### config.mk
export PLATFORM = sky130hd
export DESIGN_NAME = sprite_pop_ctrl
export DESIGN_NICKNAME = d
export VERILOG_FILES = /design/src/rtl/sprite_pop_ctrl.sv
export SDC_FILE = /design/constraint.sdc
export NUM_CORES = 1
export LEC_CHECK = 0
export ABC_AREA = 1
export CORE_MARGIN = 3
export CORE_UTILIZATION = 35
export CTS_CLUSTER_DIAMETER = 30
export DETAILED_ROUTE_END_ITERATION = 10
export DONT_BUFFER_PORTS = 1
export PLACE_DENSITY = 0.56
export SLEW_MARGIN = 20
export SYNTH_ARGS = -nofsm -noshare
export SYNTH_HDL_FRONTEND = slang
export SYNTH_SLANG_ARGS = --single-unit
### constraint.sdc
create_clock -name pixel_clk -period 2.9 [get_ports pixel_clk]
set_input_delay 0 -clock pixel_clk [delete_from_list [all_inputs] [get_ports pixel_clk]]
set_output_delay 0 -clock pixel_clk [all_outputs]
set_load 0.01 [all_outputs]
### src/rtl/sprite_pop_ctrl.sv
// ----------------------------------------------------------------------------
// sprite_pop_ctrl
//
// Bouncing-sprite controller with a "pop" effect. The sprite moves diagonally
// across the active screen area and bounces off the edges. A trigger switches
// the sprite to its popped image for POP_FRAMES frames. A lockout of
// COOL_FRAMES frames follows, during which further triggers are ignored.
// Position, direction and image select change only at the start of vertical
// blanking, so no visible line is ever torn.
//
// Ports
//   pixel_clk  in   1   sole clock, all state changes on its rising edge
//   rst        in   1   synchronous active-high reset
//   h_count    in  11   current pixel column from the timing generator
//   v_count    in  10   current line from the timing generator
//   trigger    in   1   pop request (pulse or level), sampled every cycle
//   move_en    in   1   motion enable; 0 freezes position and direction
//   x          out 11   sprite left edge
//   y          out 10   sprite top edge
//   pop        out  1   1 selects the popped sprite image (state POP)
//   busy       out  1   1 while in POP or COOL
//   pop_count  out  8   pops started, saturating at 255
// ----------------------------------------------------------------------------
module sprite_pop_ctrl #(
   parameter int SCREEN_W    = 1280,
   parameter int SCREEN_H    = 720,
   parameter int SPRITE_W    = 256,
   parameter int SPRITE_H    = 128,
   parameter int STEP        = 2,
   parameter int POP_FRAMES  = 30,
   parameter int COOL_FRAMES = 15
) (
   input  logic        pixel_clk,
   input  logic        rst,
   input  logic [10:0] h_count,
   input  logic [9:0]  v_count,
   input  logic        trigger,
   input  logic        move_en,
   output logic [10:0] x,
   output logic [9:0]  y,
   output logic        pop,
   output logic        busy,
   output logic [7:0]  pop_count
);

   localparam logic [1:0] S_IDLE = 2'd0;
   localparam logic [1:0] S_POP  = 2'd1;
   localparam logic [1:0] S_COOL = 2'd2;

   // Frame counter wide enough for the longer of the two hold periods.
   localparam int MAX_FRAMES = (POP_FRAMES > COOL_FRAMES) ? POP_FRAMES : COOL_FRAMES;
   localparam int CNT_W      = $clog2(MAX_FRAMES) + 1;

   // Boundary arithmetic runs one bit wider than x/y so x+STEP cannot wrap.
   localparam logic [11:0] XMAX_E = 12'(SCREEN_W - SPRITE_W);
   localparam logic [10:0] YMAX_E = 11'(SCREEN_H - SPRITE_H);
   localparam logic [11:0] STEP_X = 12'(STEP);
   localparam logic [10:0] STEP_Y = 11'(STEP);

   logic [1:0]       r_state;
   logic             r_pending;
   logic [CNT_W-1:0] r_frame_cnt;
   logic             r_pop;
   logic             r_busy;
   logic [7:0]       r_pop_count;
   logic [10:0]      r_x;
   logic [9:0]       r_y;
   logic             r_dir_left;   // 0 = moving right, 1 = moving left
   logic             r_dir_up;     // 0 = moving down,  1 = moving up

   logic             w_frame_tick;
   logic             w_start;
   logic             w_move;
   logic [11:0]      w_x_ext;
   logic [10:0]      w_y_ext;

   // First pixel of the first blanking line: exactly one cycle per frame.
   assign w_frame_tick = (h_count == 11'd0) && (v_count == 10'(SCREEN_H));

   // A trigger arriving on the tick itself starts the pop without waiting
   // for pending to be registered first.
   assign w_start = w_frame_tick && (r_state == S_IDLE) && (r_pending || trigger);

   // The sprite freezes while popped; it still moves on the tick that enters
   // POP and throughout COOL.
   assign w_move  = w_frame_tick && move_en && (r_state != S_POP);

   assign w_x_ext = {1'b0, r_x};
   assign w_y_ext = {1'b0, r_y};

   // ------------------------------------------------------------------------
   // Pop state machine. pop and busy are registered alongside the state so
   // they change on the same edge as the state transition.
   // ------------------------------------------------------------------------
   always_ff @(posedge pixel_clk) begin
      if (rst) begin
         r_state     <= S_IDLE;
         r_pending   <= 1'b0;
         r_frame_cnt <= '0;
         r_pop       <= 1'b0;
         r_busy      <= 1'b0;
         r_pop_count <= 8'd0;
      end else begin
         case (r_state)
            S_IDLE: begin
               if (w_start) begin
                  r_state     <= S_POP;
                  r_pending   <= 1'b0;
                  r_frame_cnt <= CNT_W'(POP_FRAMES - 1);
                  r_pop       <= 1'b1;
                  r_busy      <= 1'b1;
                  if (r_pop_count != 8'hFF) begin
                     r_pop_count <= r_pop_count + 8'd1;
                  end
               end else if (trigger) begin
                  r_pending <= 1'b1;
               end
            end
            S_POP: begin
               if (w_frame_tick) begin
                  if (r_frame_cnt == '0) begin
                     r_state     <= S_COOL;
                     r_frame_cnt <= CNT_W'(COOL_FRAMES - 1);
                     r_pop       <= 1'b0;
                  end else begin
                     r_frame_cnt <= r_frame_cnt - 1'b1;
                  end
               end
            end
            S_COOL: begin
               if (w_frame_tick) begin
                  if (r_frame_cnt == '0) begin
                     r_state <= S_IDLE;
                     r_busy  <= 1'b0;
                  end else begin
                     r_frame_cnt <= r_frame_cnt - 1'b1;
                  end
               end
            end
            default: begin
               r_state <= S_IDLE;
               r_pop   <= 1'b0;
               r_busy  <= 1'b0;
            end
         endcase
      end
   end

   // ------------------------------------------------------------------------
   // Motion: clamp to the edge and reverse when the next step would reach or
   // cross it.
   // ------------------------------------------------------------------------
   always_ff @(posedge pixel_clk) begin
      if (rst) begin
         r_x        <= 11'd0;
         r_y        <= 10'd0;
         r_dir_left <= 1'b0;
         r_dir_up   <= 1'b0;
      end else if (w_move) begin
         if (!r_dir_left) begin
            if (w_x_ext + STEP_X >= XMAX_E) begin
               r_x        <= XMAX_E[10:0];
               r_dir_left <= 1'b1;
            end else begin
               r_x <= r_x + STEP_X[10:0];
            end
         end else begin
            if (w_x_ext <= STEP_X) begin
               r_x        <= 11'd0;
               r_dir_left <= 1'b0;
            end else begin
               r_x <= r_x - STEP_X[10:0];
            end
         end

         if (!r_dir_up) begin
            if (w_y_ext + STEP_Y >= YMAX_E) begin
               r_y      <= YMAX_E[9:0];
               r_dir_up <= 1'b1;
            end else begin
               r_y <= r_y + STEP_Y[9:0];
            end
         end else begin
            if (w_y_ext <= STEP_Y) begin
               r_y      <= 10'd0;
               r_dir_up <= 1'b0;
            end else begin
               r_y <= r_y - STEP_Y[9:0];
            end
         end
      end
   end

   assign x         = r_x;
   assign y         = r_y;
   assign pop       = r_pop;
   assign busy      = r_busy;
   assign pop_count = r_pop_count;

endmodule

==> qor.yml, run 1 <==
min_path:
  hold_class: "primary input to register"
  hold_depth: 4
  hold_end: "r_dir_up"
  hp-start: "move_en"
run:
  cap_violations: 0
worst_setup_path:
  r2r-start: "r_state[1]"
  rrSetupSlack_ns: 0.83
  end_kind: "register"
  reg2reg_to: "y[4]"
  cp.arrival_ns: 2.27
  cp_max_fo: 23
  rr_worst_depth: 8
  cp.required_ns: 3.09
  path_class: "register to register"
  crit_path_start_kind: "register"
finish:
  layout_commonest_cell: "nand2_1"
  final_cell_mix: "108 x nand2_1, 70 x nor2_1, 51 x inv_1, 41 x a21oi_1, 40 x dfxtp_1"
  num-fill-cells: 933
  nets: 538
  num_antenna_cells: 0
  layout-drive-gt1-share_pct: 10.4
  area_growth_pct: 4.48
pwr:
  cellPowerDensity_mw_per_mm2: 386
  irDropWorstVdd_v: 0.000196
  p_leak_nw: 1.39
  power_mw: 1.32
floorplanning:
  io_pins: 56
  die_area_mm2: 0.0105
  core_area_mm2: 0.00889
  die_h_um: 103
  start_util_pct: 36.7
  die_x_um: 103
  num_rows: 34
timing:
  period_needed_ns: 2.07
  setup_viol: 0
  fin_skew_ns: 0.0120
  setup_tns_ns: 0
  rsz0062_at_grt: "no"
  final_max_slew_viol_count: 0
  max_freq_mhz: 483
  post-route-period-util_pct: 71.4
  hold_violations: 0
  worstMarginPinSlew_ns: 0.758
  relSlewSlack_pct: 49.4
grt:
  grt_use_met2_pct: 28.0
  use_met3_pct: 4.53
  grt_pass1_vias: 3007
  grt.busiest_layer: "met2"
  grt_antenna_before_repair: 0
  grt_overflow: 0
  grt_max_degree: 28
  use_met1_pct: 20.0
  grt_pass1_wl_um: 13900
  gr-usage-all-layers_pct: 16.2
detailed_routing:
  viasPerCell: 5.14
  wl_per_cell_um: 13.5
  drc: 0
  antenna_left: 0
  drt-pass1-iter-count: 4
  initialDrtViolationCount: 116
  route.vias.total: 3137
  drt-total-wl_um: 8260
cts:
  htreeDepth: 2
  clk_path_buf_depth: 2
  postCtsSetupRepairBufs: 0
  cts_buffers: 5
  insertion_delay_ns: 0.30
  clk_pin_slew_ns: 0.09
  cts-root-buf: "clkbuf_8"
  tritoncts: "yes"
  cts.sinks: 40
synth:
  yosys.area.top_type: "dfxtp_1"
  netlist_top_cells_area: "dfxtp_1 25%, nand2_1 12%, nor2_1 8.0%"
  syn_area_per_cell_um2: 6.41
  synth_top_area_share_pct: 24.5
  synth.distinct_cells: 36
  synth-warning-count: 0
  synth_cells: 510
  synth_area_mm2: 0.00327
  synth_seq_area_share_pct: 24.5
  ys_seq_elements: 40
placed_design:
  gp_congestion: 0.846
  dp_hpwl_um: 6240
  io_buffers: 0
status:
  status: "completed"
-- worst max-delay path, stage by stage (launching register included) --
cell and delay (ns):
dfxtp_1 0.37, inv_1 0.08, ha_1 0.28, inv_1 0.11
nand2_1 0.09, nor2_4 0.41, inv_2 0.23, nor3_1 0.32
a21oi_2 0.09
-- cells by family after synthesis --
family | after synthesis | share of synthesized area, %
other | 1 | 0.115
AND/OR/NAND/NOR | 270 | 39.0
adder cells (fa/ha/maj) | 12 | 4.60
AO/OA/AOI/OAI | 89 | 15.3
buffers and inverters | 75 | 10.3
XOR/XNOR | 23 | 6.17
flip-flops | 40 | 24.5
-- cell type report --
class,instances,area [um2],share of cell area (%)
clock buffers,6,72.6,2.13
clock inverters,2,35.0,1.03
inverters,55,206,6.05
multi-input cells,396,2130,62.5
flip-flops and latches,40,801,23.5
well taps,108,135,3.96
repair buffers,3,30.0,0.880
-- synthesized netlist by cell type --
cell type,number
clkbuf_1,3
nor3_1,13
o21ai_2,1
nor2_4,4
a21oi_1,41
nand3b_1,2
nand3_4,1
ha_1,12
o21bai_4,1
nor2_1,70
xnor2_1,4
buf_2,5
nand3_1,27
or2_2,1
nand2_4,2
nand3_2,6
clkbuf_2,3
nand4_1,16
conb_1,1
nand4_2,1
nand2_2,6
a21oi_4,1
o21ai_0,35
dfxtp_1,40
buf_6,3
buf_4,6
inv_2,4
o21bai_1,2
nor3_2,2
inv_1,51
o31ai_1,1
nand2_1,108
nor2_2,11
a21oi_2,4
xor2_1,19
a31oi_1,3
-- power breakdown --
part | leakage (nW) | internal (mW) | total [mW] | switching, mW
Clock | 0.0552 | 0.256 | 0.461 | 0.205
Sequential | 0.323 | 0.575 | 0.591 | 0.0164
Combinational | 1.02 | 0.0949 | 0.266 | 0.171
Total | 1.39 | 0.926 | 1.32 | 0.392
-- worst max-delay path by stage --
stage / startpoint / endpoint / slack [ns] / depth (start not counted)
after floorplan: y[1] / y[1] / 1.21 / 12
after detailed placement: r_state[1] / y[4] / 0.86 / 8
after global routing: r_state[1] / r_dir_up / 0.64 / 8
final: r_state[1] / y[4] / 0.83 / 8
after global placement: r_state[1] / y[4] / 0.95 / 8
after CTS: r_state[1] / y[4] / 0.85 / 8
-- registers in the layout (all words and copies together) (netlist names) --
signal	count
busy	1
pop	1
pop_count	8
r_dir_left	1
r_dir_up	1
r_frame_cnt	6
r_pending	1
r_state	2
x	10
y	9
-- layer usage --
layer | vias to the layer above | wire, um
met3 | 11 | 361
met4 | 0 | 102
met5 | - | 0
met1 | 1441 | 3760
li1 | 1635 | -
met2 | 50 | 4040
-- per-stage QoR --
step	worst slack (ns)	hold WS (ns)	area [um2]	utilization, %	std cells
CTS	0.853	0.0288	3410	38.4	610
finish	0.829	0.0402	3410	38.4	610
detailed placement	0.855	0.0713	3280	36.8	599
global placement	0.954	0.0705	3280	36.8	599
floorplan	1.21	0.0624	3270	-	511
global route	0.644	0.0508	3410	38.4	610
-- timing repair --
action | in CTS | in global routing
gates resized for setup | 0 | 0
hold buffers | 3 | 0
endpoints found under the hold margin | 13 | 0
Power figures use the tool's default switching activity.
==> inputs of run 2 (changes only) <==
ABC_AREA = 0   (was 1)
clock period = 2.16 ns   (was 2.9 ns; I/O delays follow)
==> run 2 against run 1 <==
Sequential share of layout area is 0.34 points lower. Non-clock buffer count up 39. Register-to-register slack worse by 0.70 ns. Clock-buffer cell count down 1. Critical endpoint is now r_frame_cnt[1]. Highest routed layer unchanged.
==> qor.yml, run 2 <==
worst_setup_path:
  path_class: "register to register"
  worstSetupPathDepth: 8  # unchanged
  rr_worst_depth: 8  # unchanged
  r2r-start: "r_frame_cnt[0]"
  max_stage_delay_ns: 0.53  # +0.12 ns
  worstSetupStartpoint: "r_frame_cnt[0]"
  cp_cell_sequence: "inv_1 > ha_1 > nor4b_2 > nor2b_1 > a21oi_1 > o211ai_1 > or4_1 > a21oi_1"
  cp.required_ns: 2.39  # -0.70 ns
  end_kind: "register"
  slowest_stage: "or4_1"
  rrSetupSlack_ns: 0.13  # -0.70 ns
  crit_path_start_kind: "register"
  cp_max_fo: 4  # -83%
  reg2reg_to: "r_frame_cnt[1]"
  cpMostUsedCell: "a21oi_1"
  crit_family: "simple AND/OR/NAND/NOR gates"
  endpoint: "r_frame_cnt[1]"
  critical_path_buf_inv_count: 1  # -2
  cp.arrival_ns: 2.25  # -0.02 ns
floorplanning:
  num_rows: 33  # -2.9%
  die_area_mm2: 0.00969  # -8.0%
  die_h_um: 98.4  # -4.1%
  core_area_mm2: 0.00826  # -7.1%
  start_util_pct: 36.2  # -0.53 points
  io_pins: 56  # unchanged
  die_x_um: 98.4  # -4.1%
grt:
  grt_pass1_wl_um: 13800  # -0.99%
  grt_antenna_before_repair: 0  # unchanged
  gr-usage-all-layers_pct: 16.6  # +0.45 points
  grt_overflow: 0  # unchanged
  grt_max_degree: 43  # +54%
  grt_pass1_vias: 2877  # -4.3%
pwr:
  internal_power_mw: 1.09  # +18%
  p_leak_nw: 1.23  # -12%
  p_clk_share_pct: 44.7  # +9.8 points
  p_comb_share_pct: 2.5  # -18 points
  netSwitchingPower_mw: 0.307  # -22%
  swShare_pct: 21.9  # -7.9 points
  power_mw: 1.40  # +6.2%
  power.share.sequential_pct: 52.8  # +7.9 points
  irDropWorstVdd_v: 0.000240  # +22%
  cellPowerDensity_mw_per_mm2: 403  # +4.5%
timing:
  final_max_slew_viol_count: 0  # unchanged
  max_freq_mhz: 493  # +2.2%
  relSlewSlack_pct: 64.3  # +15 points
  setup_ws_ns: 0.133  # -0.696 ns
  worstMarginPinSlew_ns: 0.531  # -0.227 ns
  period_needed_ns: 2.03  # -0.0439 ns
  hold_ws_ns: 0.218  # +0.178 ns
  hold_violations: 0  # unchanged
  fin_skew_ns: 0.00756  # -0.00448 ns
  post-route-period-util_pct: 93.8  # +22 points
  setup_viol: 0  # unchanged
synth:
  netlist_top_cells_area: "dfxtp_1 27%, nor2_1 6.4%, ha_1 5.0%"
  yosysMostFrequentCell: "nor2_1"
  synth_mux_area_share_pct: 1.38  # +1.4 points
  synth_seq_area_share_pct: 26.8  # +2.3 points
  synth_edf_count: 0  # unchanged
  synth_commonest_cells: "51 x nor2_1, 40 x dfxtp_1, 32 x nand2_1"
  synth_area_mm2: 0.00299  # -8.5%
  synth_compound_area_share_pct: 26.9  # +12 points
  synth-warning-count: 0  # unchanged
  synth-async-reset-ratio_pct: 0  # unchanged
  synth.distinct_cells: 63  # +75%
  ys_seq_elements: 40  # unchanged
  ys.flop_type: "dfxtp_1"
  synthAdderAreaFrac_pct: 5.02  # +0.42 points
  synth_top_area_share_pct: 26.8  # +2.3 points
  synth_top_family_by_area: "simple AND/OR/NAND/NOR gates"
  yosys.area_share.simple_pct: 31.0  # -8.0 points
  syn_area_per_cell_um2: 7.26  # +13%
  synth_xor_xnor_area_share_pct: 2.64  # -3.5 points
  yosys.area.top_type: "dfxtp_1"
  synth_cells: 412  # -19%
finish:
  final_cell_mix: "51 x nor2_1, 39 x dfxtp_1, 39 x buf_4, 31 x nand2_1"
  layout_commonest_cell: "nor2_1"
  final_cells: 539  # -12%
  layout-drive-gt1-share_pct: 15.2  # +4.8 points
  largest_register_ffs: 10  # unchanged
  post-route-cell-area_mm2: 0.00347  # +1.6%
  area_growth_pct: 16.0
  num_antenna_cells: 0  # unchanged
  nets: 470  # -13%
cts:
  clk_path_buf_depth: 2  # unchanged
  cts-root-buf: "clkbuf_8"
  cts_buffers: 5  # unchanged
  clk_pin_slew_ns: 0.08  # about the same
  cts.sinks: 40  # unchanged
  tritoncts: "yes"
  htreeDepth: 2  # unchanged
  postCtsSetupRepairBufs: 0  # unchanged
  insertion_delay_ns: 0.30  # about the same
run:
  cap_violations: 0  # unchanged
placed_design:
  gp_congestion: 0.863  # +2.0%
  place_inst: 528  # -12%
  place_ws_ns: 0.123  # -0.732 ns
  io_buffers: 0  # unchanged
  place_area_mm2: 0.00329  # +0.57%
  dp_hpwl_um: 5880  # -5.7%
detailed_routing:
  drt-total-wl_um: 8190  # -0.92%
  drc: 0  # unchanged
  antenna_left: 0  # unchanged
  initialDrtViolationCount: 163  # +41%
  wl_per_cell_um: 15.2  # +12%
  route.vias.total: 3155  # +0.57%
  drt-pass1-iter-count: 5  # +1
  viasPerCell: 5.85  # +14%
status:
  status: "completed"
min_path:
  hold_class: "primary input to register"
## run 2: cell types whose count changed in the layout (fill, tap and decap cells not counted), sizes merged, moves of 8 or more
cell    delta
nand2     -84
buf       +40
inv       -40
nor2      -34
nand3     -19
xor2      -18
a21oi     -17
nor4      +12
a211oi    +11
nand4      -8
or3        +8
## run 2: power groups by stage
stage	Sequential (mW)	Combinational [mW]	Clock, mW
after floorplan	0.756	0.0258	0
after global placement	0.756	0.0145	0
after detailed placement	0.756	0.0148	0
after CTS	0.739	0.0360	0.649
after global routing	0.739	0.0393	0.682
final	0.738	0.0353	0.626
## run 2: per-layer routing
metal,share of wire [%],global-route usage (%)
met2,45,26.3
met1,46,22.8
met5,0,0
met4,1.5,5.46
met3,6.9,3.40
## run 2: cell type report
| cell class | count | area [um2] |
|---|---|---|
| Clock buffer | 5 | 68.8 |
| Clock inverter | 3 | 42.5 |
| Fill cell | 848 | 4790 |
| Inverter | 15 | 56.3 |
| Multi-Input combinational cell | 329 | 2040 |
| Sequential cell | 40 | 802 |
| Tap cell | 105 | 131 |
| Timing Repair Buffer | 42 | 333 |
## run 2: worst register-to-register path, delay by kind of cell (launching register included)
kind | cells | cell delay [ns]
adder cells (fa/ha/maj) | 1 | 0.24
AO/OA/AOI/OAI | 3 | 0.42
buffers and inverters | 1 | 0.08
flip-flops | 1 | 0.36
AND/OR/NAND/NOR | 3 | 0.86
## run 2: through the flow
stage	TNS [ns]	utilization, %
floorplan	0	-
CTS	0	41.7
finish	0	42.0
detailed placement	0	39.9
global placement	0	39.9
global route	-0.0123	42.0
## run 2: timing repair
item	CTS	global route
gates resized for setup	0	5
hold endpoints to repair	40	0
hold buffers	3	0
endpoints found under the setup margin	0	13
## run 2: worst min-delay path by stage
stage                           from   endpoint  cells past startpoint
after detailed placement         rst       y[1]                      1
after CTS                 h_count[2]       busy                      6
final                     h_count[2]       busy                      6
after global placement           rst       y[4]                      1
after floorplan              trigger  r_pending                      2
after global routing         move_en       x[6]                      5
## run 2: kinds of logic (layout without fill, tap and decap cells)
family                     count (synthesis)  after routing
muxes                                      4              4
and+or+nand+nor                          180            180
AOI/OAI and AO/OA                        122            122
DFF                                       40             40
buffers and inverters                     44             65
adders and majority gates                 12             12
xor gates and xnor gates                   9              9
other                                      1              2
==> inputs of run 3 (changes only) <==
CELL_PAD_IN_SITES_DETAIL_PLACEMENT = 0   (was default)
CELL_PAD_IN_SITES_GLOBAL_PLACEMENT = 1   (was default)
PLACE_DENSITY = 0.71   (was 0.56)
==> run 3 against run 2 <==
Sequential power barely moved. Largest power group unchanged. Combinational power fell by 2%. First-iteration DRC count fell by 13%. Register-to-register slack barely moved. Largest cell class unchanged. Total power rose by 1.6%. Maximum frequency rose by 0.28%. Via count fell by 0.95%. Non-clock buffer count fell by 1. Core utilization rose by 0.14 points. Global-route usage rose by 0.22 points. Cell count fell by 0.19%.
==> qor.yml, run 3 (synthesis gave the netlist of run 2 again) <==
timing:
  setup_tns_ns: 0  # unchanged
  period_needed_ns: 2.02  # -0.00568 ns
  final_max_slew_viol_count: 0  # unchanged
  rsz0062_at_grt: "no"
  max_freq_mhz: 495  # +0.28%
  hold_violations: 0  # unchanged
  setup_viol: 0  # unchanged
  fin_skew_ns: 0.00947  # +0.00191 ns
  post-route-period-util_pct: 93.6  # -0.26 points
detailed_routing:
  initialDrtViolationCount: 141  # -13%
  wl_per_cell_um: 15.3  # +1.1%
  drt-pass1-iter-count: 5  # unchanged
  viasPerCell: 5.81  # -0.77%
  met3WireLength_um: 531  # -5.9%
  dr_wl_met2_um: 3740  # +0.70%
  m1WireLength_um: 3870  # +2.3%
  top_layer: "met4"
  antenna_left: 0  # unchanged
  drt-total-wl_um: 8260  # +0.87%
  drc: 0  # unchanged
  route.vias.total: 3125  # -0.95%
worst_setup_path:
  endpoint: "y[7]"
  cp_cell_sequence: "ha_1 > nand3_1 > o31a_1 > o21ai_2 > o21ai_0 > a211oi_1"
  crit_family: "compound AO/OA/AOI/OAI gates"
  worstSetupPathDepth: 6  # -2
  end_kind: "register"
  cp_max_fo: 6  # +2
  cp.arrival_ns: 2.24  # about the same
  worstSetupStartpoint: "y[2]"
  r2r-start: "y[2]"
  slowest_stage: "dfxtp_1"
  rr_worst_depth: 6  # -2
  max_stage_delay_ns: 0.38  # -0.15 ns
  critical_path_buf_inv_count: 0  # -1
  cp.required_ns: 2.38  # about the same
  path_class: "register to register"
  crit_path_start_kind: "register"
  rrSetupSlack_ns: 0.14  # about the same
  reg2reg_to: "y[7]"
cts:
  htreeDepth: 2  # unchanged
  insertion_delay_ns: 0.30  # about the same
  clk_path_buf_depth: 2  # unchanged
  clk_pin_slew_ns: 0.09  # about the same
  tritoncts: "yes"
  cts-root-buf: "clkbuf_8"
  cts_buffers: 5  # unchanged
  cts.sinks: 40  # unchanged
grt:
  grt_max_degree: 43  # unchanged
  grt_pass1_vias: 2936  # +2.1%
  grt_antenna_before_repair: 0  # unchanged
  grt_overflow: 0  # unchanged
  grt_pass1_wl_um: 13800  # +0.15%
  gr-usage-all-layers_pct: 16.9  # +0.22 points
finish:
  nets: 469  # -0.21%
  area_growth_pct: 16.4
  layout-drive-gt1-share_pct: 15.5  # +0.27 points
  num-fill-cells: 865  # +2.0%
  multi_input_area_mm2: 0.00204  # about the same
  layout_commonest_cell: "nor2_1"
  finish.utilization_pct: 42.2  # +0.14 points
  final_cell_mix: "51 x nor2_1, 38 x dfxtp_1, 37 x buf_4, 31 x nand2_1, 29 x o21ai_0"
  largest_register_ffs: 10  # unchanged
  final-seq-area_um2: 803  # +0.16%
  num_antenna_cells: 0  # unchanged
min_path:
  hold_class: "primary input to register"
  hold_depth: 6  # unchanged
pwr:
  irDropWorstVdd_v: 0.000407  # +70%
  p_clk_share_pct: 45.6  # +0.9 points
  p_leak_nw: 1.23  # +0.25%
  internal_power_mw: 1.10  # +0.60%
  netSwitchingPower_mw: 0.323  # +5.4%
  swShare_pct: 22.7  # +0.80 points
  cellPowerDensity_mw_per_mm2: 409  # +1.3%
  p_comb_share_pct: 2.4  # about the same
  power.share.sequential_pct: 51.9  # -0.9 points
run:
  cap_violations: 0  # unchanged
placed_design:
  gp_congestion: 0.868  # +0.61%
  dp_hpwl_um: 6050  # +2.9%
  io_buffers: 0  # unchanged
floorplanning:
  core_area_mm2: 0.00826  # unchanged
  die_area_mm2: 0.00969  # unchanged
  die_h_um: 98.4  # unchanged
  num_rows: 33  # unchanged
  die_x_um: 98.4  # unchanged
  start_util_pct: 36.2  # unchanged
  io_pins: 56  # unchanged
status:
  status: "completed"
==> run 3: cell count changes in the layout (fill, tap and decap cells not counted), sizes merged <==
cell    delta
clkinv     -1
inv        +1
buf        -1
==> run 3: final cells by class <==
type | instances | share of cell area, %
clock buffer | 5 | 1.98
clock inverter | 3 | 1.33
inverter | 15 | 1.62
multi-input combinational | 329 | 58.5
sequential | 40 | 23.1
tap | 105 | 3.77
timing repair buffer | 41 | 9.71
==> run 3: worst min path at each step <==
stage          startpoint         to  slack [ns]
6_report       v_count[3]       busy        0.22
5_1_grt           move_en       y[6]        0.23
4_1_cts           move_en       y[6]        0.21
3_5_place_dp          rst        pop        0.08
3_3_place_gp          rst        pop        0.08
2_1_floorplan     trigger  r_pending        0.22
==> run 3: worst min-delay path, delay by kind of cell <==
family / cells / cell delay, ns
and+or+nand+nor: 4 / 0.32
AOI/OAI and AO/OA: 2 / 0.18
==> run 3: per-stage QoR <==
stage / power, mW / instances / setup WS (ns) / hold WS, ns / area, um2
after global placement: 0.770 / 527 / 0.135 / 0.0759 / 3290
after global routing: 1.48 / 538 / 0.00906 / 0.234 / 3480
after detailed placement: 0.770 / 527 / 0.101 / 0.0755 / 3290
final: 1.42 / 538 / 0.139 / 0.223 / 3480
after CTS: 1.45 / 538 / 0.0648 / 0.214 / 3450
after floorplan: 0.782 / 413 / 0.0476 / 0.224 / 2990
==> run 3: what timing repair did <==
action,4_1_cts,5_1_grt
endpoints found under the setup margin,0,19
hold buffers,3,0
setup buffers,0,0
hold endpoints to repair,40,0
gates resized for setup,0,8
==> run 3: power groups by stage <==
stage,Combinational (mW),Sequential (mW),Clock [mW]
floorplan,0.0258,0.756,0
global placement,0.0142,0.756,0
detailed placement,0.0145,0.756,0
CTS,0.0350,0.739,0.674
global route,0.0383,0.739,0.703
finish,0.0346,0.739,0.649
==> run 3: layer usage <==
layer | global-route usage [%] | up-vias
li1 | - | 1559
met1 | 23.0 | 1444
met2 | 26.2 | 107
met3 | 3.75 | 15
met4 | 6.09 | 0
met5 | 0 | -
